**config.mk**
```make
export PLATFORM = sky130hd
export DESIGN_NAME = memory_bus_arbiter
export DESIGN_NICKNAME = d
export VERILOG_FILES = /design/src/rtl/memory_bus_arbiter.sv
export SDC_FILE = /design/constraint.sdc
export NUM_CORES = 1
export LEC_CHECK = 0
export BUFFER_PORTS_ARGS = -buffer_cell sky130_fd_sc_hd__buf_2
export CAP_MARGIN = 20
export CORE_AREA = 2 2 140 142
export DETAILED_ROUTE_END_ITERATION = 8
export DIE_AREA = 0 0 142 144
export GPL_TIMING_DRIVEN = 0
export PLACE_DENSITY_LB_ADDON = 0.3
export SYNTH_ARGS = -nofsm -noshare
export SYNTH_HDL_FRONTEND = slang
export SYNTH_SLANG_ARGS = --single-unit
```
**constraint.sdc**
```tcl
create_clock -name clk -period 3.35 [get_ports clk]
set_input_delay 0.1675 -clock clk [delete_from_list [all_inputs] [get_ports clk]]
set_output_delay 0.1675 -clock clk [all_outputs]
set_load 0.03 [all_outputs]
```
**src/rtl/memory_bus_arbiter.sv**
```systemverilog
`default_nettype none
// ============================================================================
// Module      : memory_bus_arbiter
// Description : Shares the single Memory port between the core bus and the
//               Interpreter bus. Features: round-robin arbitration, an
//               interpreter lock, page-mode translation of core addresses,
//               a response timeout, and the end-of-program address detector.
// Revision    : 1.0 - initial release
// ============================================================================
module memory_bus_arbiter #(
   parameter int DATA_WIDTH       = 32,
   parameter int ADDR_WIDTH       = 32,
   parameter int PAGE_OFFSET_BITS = 6,
   parameter int TIMEOUT_CYCLES   = 1024
) (
   input  logic                                   clk,
   input  logic                                   reset,

   // core bus
   input  logic                                   core_read,
   input  logic                                   core_write,
   input  logic [ADDR_WIDTH-1:0]                  core_address,
   input  logic [DATA_WIDTH-1:0]                  core_write_data,
   output logic [DATA_WIDTH-1:0]                  core_read_data,
   output logic                                   core_response,

   // interpreter bus
   input  logic                                   intp_read,
   input  logic                                   intp_write,
   input  logic [ADDR_WIDTH-1:0]                  intp_address,
   input  logic [DATA_WIDTH-1:0]                  intp_write_data,
   output logic [DATA_WIDTH-1:0]                  intp_read_data,
   output logic                                   intp_response,

   // control and status
   input  logic                                   intp_lock,
   input  logic                                   bus_mode,
   input  logic [ADDR_WIDTH-PAGE_OFFSET_BITS-1:0] page_number,
   input  logic [ADDR_WIDTH-1:0]                  end_position,
   input  logic                                   clear_finish,
   output logic                                   finish_execution,
   output logic                                   timeout_error,

   // memory port
   output logic                                   mem_read,
   output logic                                   mem_write,
   output logic [ADDR_WIDTH-1:0]                  mem_address,
   output logic [DATA_WIDTH-1:0]                  mem_write_data,
   input  logic [DATA_WIDTH-1:0]                  mem_read_data,
   input  logic                                   mem_response,

   output logic                                   owner
);

   // Counter only needs to reach TIMEOUT_CYCLES-1.
   localparam int                 c_CNT_W    = $clog2(TIMEOUT_CYCLES);
   localparam logic [c_CNT_W-1:0] c_CNT_LAST = c_CNT_W'(TIMEOUT_CYCLES - 1);
   localparam logic [c_CNT_W-1:0] c_CNT_ONE  = c_CNT_W'(1);

   // FSM encoding
   localparam logic [1:0] c_IDLE       = 2'd0;
   localparam logic [1:0] c_GRANT_CORE = 2'd1;
   localparam logic [1:0] c_GRANT_INTP = 2'd2;

   // Owner encoding
   localparam logic c_OWNER_INTP = 1'b0;
   localparam logic c_OWNER_CORE = 1'b1;

   logic [1:0]            r_state;
   logic                  r_owner;
   logic [c_CNT_W-1:0]    r_count;
   logic                  r_mem_read;
   logic                  r_mem_write;
   logic [ADDR_WIDTH-1:0] r_mem_address;
   logic [DATA_WIDTH-1:0] r_mem_write_data;
   logic                  r_finish;
   logic                  r_timeout_error;

   logic                  w_core_req;
   logic                  w_intp_req;
   logic                  w_start;
   logic                  w_pick_core;
   logic                  w_in_grant;
   logic                  w_last_cycle;
   logic                  w_done;
   logic                  w_timeout;
   logic                  w_end_hit;
   logic [ADDR_WIDTH-1:0] w_core_xlat_addr;

   // ------------------------------------------------------------------------
   // Request qualification and arbitration decision
   // ------------------------------------------------------------------------
   // The lock only masks the core's eligibility; an in-flight core grant is
   // never affected because arbitration happens in IDLE only.
   assign w_core_req  = (core_read | core_write) & ~intp_lock;
   assign w_intp_req  = intp_read | intp_write;
   assign w_start     = w_core_req | w_intp_req;

   // On a tie the requester that is not the last owner wins.
   assign w_pick_core = (w_core_req & w_intp_req) ? (r_owner == c_OWNER_INTP)
                                                  : w_core_req;

   // Page mode replaces everything above the page offset with page_number.
   assign w_core_xlat_addr = bus_mode ? {page_number, core_address[PAGE_OFFSET_BITS-1:0]}
                                      : core_address;

   // ------------------------------------------------------------------------
   // Completion conditions
   // ------------------------------------------------------------------------
   assign w_in_grant   = (r_state == c_GRANT_CORE) | (r_state == c_GRANT_INTP);
   assign w_last_cycle = (r_count == c_CNT_LAST);
   assign w_done       = w_in_grant & (mem_response | w_last_cycle);
   // A response arriving on the final cycle still counts as a normal completion.
   assign w_timeout    = w_in_grant & w_last_cycle & ~mem_response;

   // End-of-program detection looks at the core bus regardless of the grant.
   assign w_end_hit = (core_read | core_write) &
                      (bus_mode ? (core_address[PAGE_OFFSET_BITS-1:0] ==
                                   end_position[PAGE_OFFSET_BITS-1:0])
                                : (core_address == end_position));

   // Main state machine: IDLE arbitrates, GRANT_x waits for completion.
   always_ff @(posedge clk or negedge reset) begin
      if (!reset) begin
         r_state <= c_IDLE;
      end else begin
         case (r_state)
            c_IDLE: begin
               if (w_start) begin
                  r_state <= w_pick_core ? c_GRANT_CORE : c_GRANT_INTP;
               end
            end
            c_GRANT_CORE,
            c_GRANT_INTP: begin
               if (w_done) begin
                  r_state <= c_IDLE;
               end
            end
            default: begin
               r_state <= c_IDLE;
            end
         endcase
      end
   end

   // Owner remembers the most recent grant for round-robin tie breaking.
   always_ff @(posedge clk or negedge reset) begin
      if (!reset) begin
         r_owner <= c_OWNER_INTP;
      end else if ((r_state == c_IDLE) && w_start) begin
         r_owner <= w_pick_core ? c_OWNER_CORE : c_OWNER_INTP;
      end
   end

   // Timeout counter: counts grant cycles, cleared in IDLE and on completion.
   always_ff @(posedge clk or negedge reset) begin
      if (!reset) begin
         r_count <= '0;
      end else if (!w_in_grant || w_done) begin
         r_count <= '0;
      end else begin
         r_count <= r_count + c_CNT_ONE;
      end
   end

   // Memory request registers: loaded from the winner, held through the grant.
   always_ff @(posedge clk or negedge reset) begin
      if (!reset) begin
         r_mem_read       <= 1'b0;
         r_mem_write      <= 1'b0;
         r_mem_address    <= '0;
         r_mem_write_data <= '0;
      end else if ((r_state == c_IDLE) && w_start) begin
         // Read and write together are treated as a write.
         if (w_pick_core) begin
            r_mem_read       <= core_read & ~core_write;
            r_mem_write      <= core_write;
            r_mem_address    <= w_core_xlat_addr;
            r_mem_write_data <= core_write_data;
         end else begin
            r_mem_read       <= intp_read & ~intp_write;
            r_mem_write      <= intp_write;
            r_mem_address    <= intp_address;
            r_mem_write_data <= intp_write_data;
         end
      end else if (w_done) begin
         r_mem_read  <= 1'b0;
         r_mem_write <= 1'b0;
      end
   end

   // Sticky status flags; clear_finish wins over a coincident set.
   always_ff @(posedge clk or negedge reset) begin
      if (!reset) begin
         r_finish        <= 1'b0;
         r_timeout_error <= 1'b0;
      end else if (clear_finish) begin
         r_finish        <= 1'b0;
         r_timeout_error <= 1'b0;
      end else begin
         if (w_end_hit) begin
            r_finish <= 1'b1;
         end
         if (w_timeout) begin
            r_timeout_error <= 1'b1;
         end
      end
   end

   // Completion routing: same-cycle response and data to the current owner only.
   always_comb begin
      core_response  = 1'b0;
      intp_response  = 1'b0;
      core_read_data = '0;
      intp_read_data = '0;
      if (w_done) begin
         if (r_state == c_GRANT_CORE) begin
            core_response = 1'b1;
            if (mem_response) begin
               core_read_data = mem_read_data;
            end
         end else begin
            intp_response = 1'b1;
            if (mem_response) begin
               intp_read_data = mem_read_data;
            end
         end
      end
   end

   assign mem_read         = r_mem_read;
   assign mem_write        = r_mem_write;
   assign mem_address      = r_mem_address;
   assign mem_write_data   = r_mem_write_data;
   assign owner            = r_owner;
   assign finish_execution = r_finish;
   assign timeout_error    = r_timeout_error;

endmodule
`default_nettype wire

```
# Yosys cells after proc, flatten, opt, wreduce, memory -nomap -nowiden
# Index checks and enable logic that the tools add are counted.
word_totals:
  ff_bits: 81
  out_inout_bits: 135
op_classes:
  addsub: 1
  eq_ne: 7
  muxes: 29
  n_bitwise: 18
  n_reduce_logical: 9
ops:
  columns: ["op", "n"]
  rows:
  - ["2-to-1 mux 32 bit", 8]
  - ["equality test 32 bit", 1]
  - ["2-to-1 mux 1 bit", 16]
  - ["adder 10 x 1 -> 10 bit, second input constant", 1]
  - ["equality test 10 bit, second input constant", 1]
  - ["2-to-1 mux 10 bit", 1]
  - ["AND 1 bit", 8]
  - ["equality test 6 bit", 1]
  - ["2-to-1 mux 2 bit", 3]
  - ["nonzero test 2 bit", 3]
  - ["inverter 1 bit", 5]
  - ["OR 1 bit", 5]
  - ["!= test 2 bit, second input constant", 2]
  - ["one-hot mux 2 bit (2 select lines)", 1]
  - ["equality test 2 x 1 -> 1 bit, second input constant", 1]
  - ["equality test 2 bit, second input constant", 1]
  - ["logical NOT 2 bit", 1]
  - ["AND reduction 2 bit", 1]
  - ["OR reduction 2 bit", 1]
  - ["logical AND 1 bit", 1]
  - ["logical NOT 1 bit", 1]
  - ["logical OR 1 bit", 1]

# Logic depth before layout (Yosys ltp)
depth:
  ltp_word: 7
  mapped_depth: 8
  depth_no_buf: 6

# Least setup slack after synthesis
# OpenSTA, ideal clock, no wires.
synth_path:
  path_kind: "flip-flop to output port"
  start: "reg r_count[0]"
  end: "out core_read_data[10]"
  t_arrival_ns: 1.815
  setup_slack_ns: 1.368
  stages_incl_launch_ff: 8
  path_buffers: 1
  cell_sequence: "dfrtp_1 > ha_1 > and3_1 > and4_4 > o21a_4 > nand2_2 > buf_2 > nor2_1"
synth_between:
  elab_chain_len: 4
synth_rtl:
  columns: ["item", "line_no", "text"]
  rows:
  - ["start: declaration", "71", "logic [c_CNT_W-1:0] r_count;"]
  - ["start signal: assignment", "162", "r_count <= r_count + c_CNT_ONE;"]
  - ["equality test 10 bit", "111", "assign w_last_cycle = (r_count == c_CNT_LAST);"]
  - ["OR 1 bit", "112", "assign w_done = w_in_grant & (mem_response | w_last_cycle);"]
  - ["AND 1 bit", "112", null]
  - ["2-to-1 mux 32 bit", "216", "if (w_done) begin"]
  - ["end: declaration", "24", "output logic [DATA_WIDTH-1:0] core_read_data,"]
# No other way between the ends.

# Worst setup path after layout
# Same ends and word-level chain as after synthesis.

==> impl_metrics.csv <==
group,metric,value,unit
outcome,status,"finished, final reports clean",
detailed_routing,dr.first_iter.drc_count,160,
worst_setup_path,reg2regPathDepth,6,
timing,hold_viol,0,
min_path,hold_depth,3,
cells_and_area,utilization,0.388,
timing,slew_headroom,0.554,
global_routing,grt_pass1_wl,28800,um
timing,rsz0062_at_grt,"no",
synthesis,yosysMostFrequentCell,"nand2_1",
floorplanning,initial_utilization,0.259,
floorplanning,io_pins,363,
min_path,worstHoldPathType,"input pin to flop",
global_routing,antenna_found_initial,3,
synthesis,yosysSeqAreaShare,0.410,
worst_setup_path,cp.required,3.18,ns
global_routing,grt_start_max_net_pins,54,
synthesis,netlist_instances,572,
detailed_routing,avgViaCountPerCell,4.57,
placement,dpl.hpwl,17200,um
pwr,ir_drop,0.000328,V
clock_tree,clock_latency,0.35,ns
cells_and_area,syn2layout_area_growth,49.5,%
pwr,p_leak,3.85,nW
synthesis,synth.area.top_cells,"dfrtp_1 41%, mux2i_1 13%, nand2_1 9.7%",
synthesis,ys_seq_elements,81,
floorplanning,dieArea,20400,um2
timing,clock.fmax,0.390,GHz
cells_and_area,nets,1177,
clock_tree,cts_tree,"built",
worst_setup_path,end_kind,"primary output",
clock_tree,htree_levels,3,
run,cap_viol_max_count,0,
floorplanning,dieWidth,142,um
global_routing,grt_pass1_vias,5058,
global_routing,grt_usage,0.189,
placement,port_buffers,360,
synthesis,synth_area_per_cell,8.65,um2
synthesis,ys.flop_type,"dfrtp_1",
worst_setup_path,worst_setup_path_start_kind,"flop",
worst_setup_path,path_max_fanout,10,
worst_setup_path,crit_top_cell,"buf_2",
timing,finalSetupViolCount,0,
synthesis,synthesis.area,4950,um2
clock_tree,cts-buffers-inserted,9,
synthesis,yosys_warnings,0,
timing,fin_ws,0.786,ns
worst_setup_path,cp_data_arrival_time,2.40,ns
detailed_routing,wl_per_cell,17.3,um
clock_tree,root_buffer,"clkbuf_16",
clock_tree,cts_sinks,81,
synthesis,async_flop_share,1.00,
synthesis,syn_nets,803,
cells_and_area,drive_gt1_frac,0.458,
timing,report.final.slew_viol_count,0,
timing,worstMarginPinSlew,0.665,ns
pwr,power_density,801,nW/um2
detailed_routing,ant_nets,0,
floorplanning,placementRows,51,
worst_setup_path,crit_chain,"ha_1 > and3_1 > and4_4 > o21a_4 > nand2_2 > buf_2 > nor2_1 > buf_2",
detailed_routing,detail_route.wirelength,20600,um
synthesis,synth_cell_types,39,
placement,routabilityCongestion,0.813,
worst_setup_path,crit_type,"flop to primary output",
worst_setup_path,crit_path_top_delay_cell,"dfrtp_1",
floorplanning,die_h,144,um
timing,skew,0.0135,ns
placement,dp_slack,1.14,ns
clock_tree,clkSlewWorstSetupHoldPaths,0.07,ns
timing,fin_crit,2.56,ns
synthesis,synth_top_cell_area_share,0.410,
synthesis,synthTopCellsByCount,"128 x nand2_1, 90 x o21ai_0, 81 x dfrtp_1, 64 x mux2i_1, 52 x nor2_1",
worst_setup_path,critical-path-max-stage-delay,0.43,ns
floorplanning,core-area,19100,um2
synthesis,synth_edf_count,0,
clock_tree,cts.path.max_buffers,2,
global_routing,grt_overflow,0,
detailed_routing,first_pass_iters,4,
detailed_routing,vias,5448,
detailed_routing,drc_errors,0,
timing,setup_tns,0,ns
clock_tree,cts_setup_buffers,0,
timing,period_share,0.765,
synthesis,netlist.top_cell.by_area,"dfrtp_1",
worst_setup_path,reg2reg_slack,1.35,ns
## per-stage QoR
| stage | hold WS (ns) | cells | cell area [um2] | total power [W] |
|---|---|---|---|---|
| 6_report | 0.109 | 1193 | 7390 | 0.00592 |
| 5_1_grt | 0.111 | 1191 | 7390 | 0.00628 |
| 4_1_cts | 0.102 | 1189 | 7380 | 0.00599 |
| 3_5_place_dp | 0.132 | 1171 | 7080 | 0.00500 |
| 3_3_place_gp | 0.349 | 1170 | 7050 | 0.00495 |
| 2_1_floorplan | -0.128 | 572 | 4950 | 0.00381 |
## area by class of cell
cell class | count | area (um2)
clock inverter | 6 | 48.8
antenna | 4 | 10.0
inverter | 7 | 26.3
fill | 2051 | 11700
clock buffer | 10 | 239
tap | 238 | 298
sequential | 81 | 2030
multi-input combinational | 445 | 2660
buffer | 39 | 236
timing repair buffer | 363 | 1850
## where the power goes
part	leakage (nW)	internal [W]	switching, W
Combinational	2.71	0.000974	0.00233
Sequential	1.01	0.00142	0.000226
Clock	0.137	0.000532	0.000447
## cell usage in the layout, fill, tap and decap left out, types with 3 or more instances in the layout
master and n:
xnor2_1 28, nand3_1 3, and3_1 3, inv_1 7
buf_4 3, diode_2 4, nor2_1 52, ha_1 3
mux2i_1 64, buf_6 6, nand4_1 8, o21ai_0 90
buf_2 376, dfrtp_1 81, nor2_4 10, nor3_1 3
nor2_2 19, clkbuf_16 9, nand2_1 128, clkbuf_1 13
xor2_1 12
## sequential cells by signal, summed over array words and instances (netlist names)
| name | flops |
|---|---|
| finish_execution | 1 |
| mem_address | 32 |
| mem_read | 1 |
| mem_write | 1 |
| mem_write_data | 32 |
| owner | 1 |
| r_count | 10 |
| r_state | 2 |
| timeout_error | 1 |
## worst paths after layout
path / end / from
worst max-delay path: core_read_data[10] / r_count[0]$_DFF_PN0_
worst min-delay path: mem_write_data[11]$_DFFE_PN0P_ / intp_write_data[11]
worst max register to register: mem_write_data[15]$_DFFE_PN0P_ / owner$_DFFE_PN0P_
worst min register to register: mem_write_data[15]$_DFFE_PN0P_ / mem_write_data[15]$_DFFE_PN0P_
max in group asynchronous: timeout_error$_DFFE_PN0P_ / reset
min in group asynchronous: mem_write_data[3]$_DFFE_PN0P_ / reset
## routing by layer
metal  GRT usage  wire (um)
met5           0         13
met4      0.0668        349
met3      0.0381       1270
met2       0.353      10900
met1       0.215       8080
## cell families (layout without fill, tap and decap cells)
| logic type | count (synthesis) | in the layout | share of synthesized area |
|---|---|---|---|
| AOI/OAI and AO/OA | 104 | 104 | 0.113 |
| xor gates and xnor gates | 40 | 40 | 0.0708 |
| buffers and inverters | 46 | 425 | 0.0531 |
| other | 0 | 4 | 0 |
| adders and majority gates | 3 | 3 | 0.00759 |
| and+or+nand+nor | 234 | 234 | 0.216 |
| muxes | 64 | 64 | 0.129 |
| DFF | 81 | 81 | 0.410 |
## worst max-delay path: cells and delay by family (launching register included)
kind / cells / cell delay [ns]
AND/OR/NAND/NOR: 4 / 0.76
AO/OA/AOI/OAI: 1 / 0.15
buffers and inverters: 2 / 0.45
flip-flops: 1 / 0.43
adder cells (fa/ha/maj): 1 / 0.28
## what timing repair did
item,CTS,global route
resized for setup,0,0
hold buffers,2,0
endpoints found under the hold margin,30,0
No activity file was read; power rests on OpenSTA's default activity.
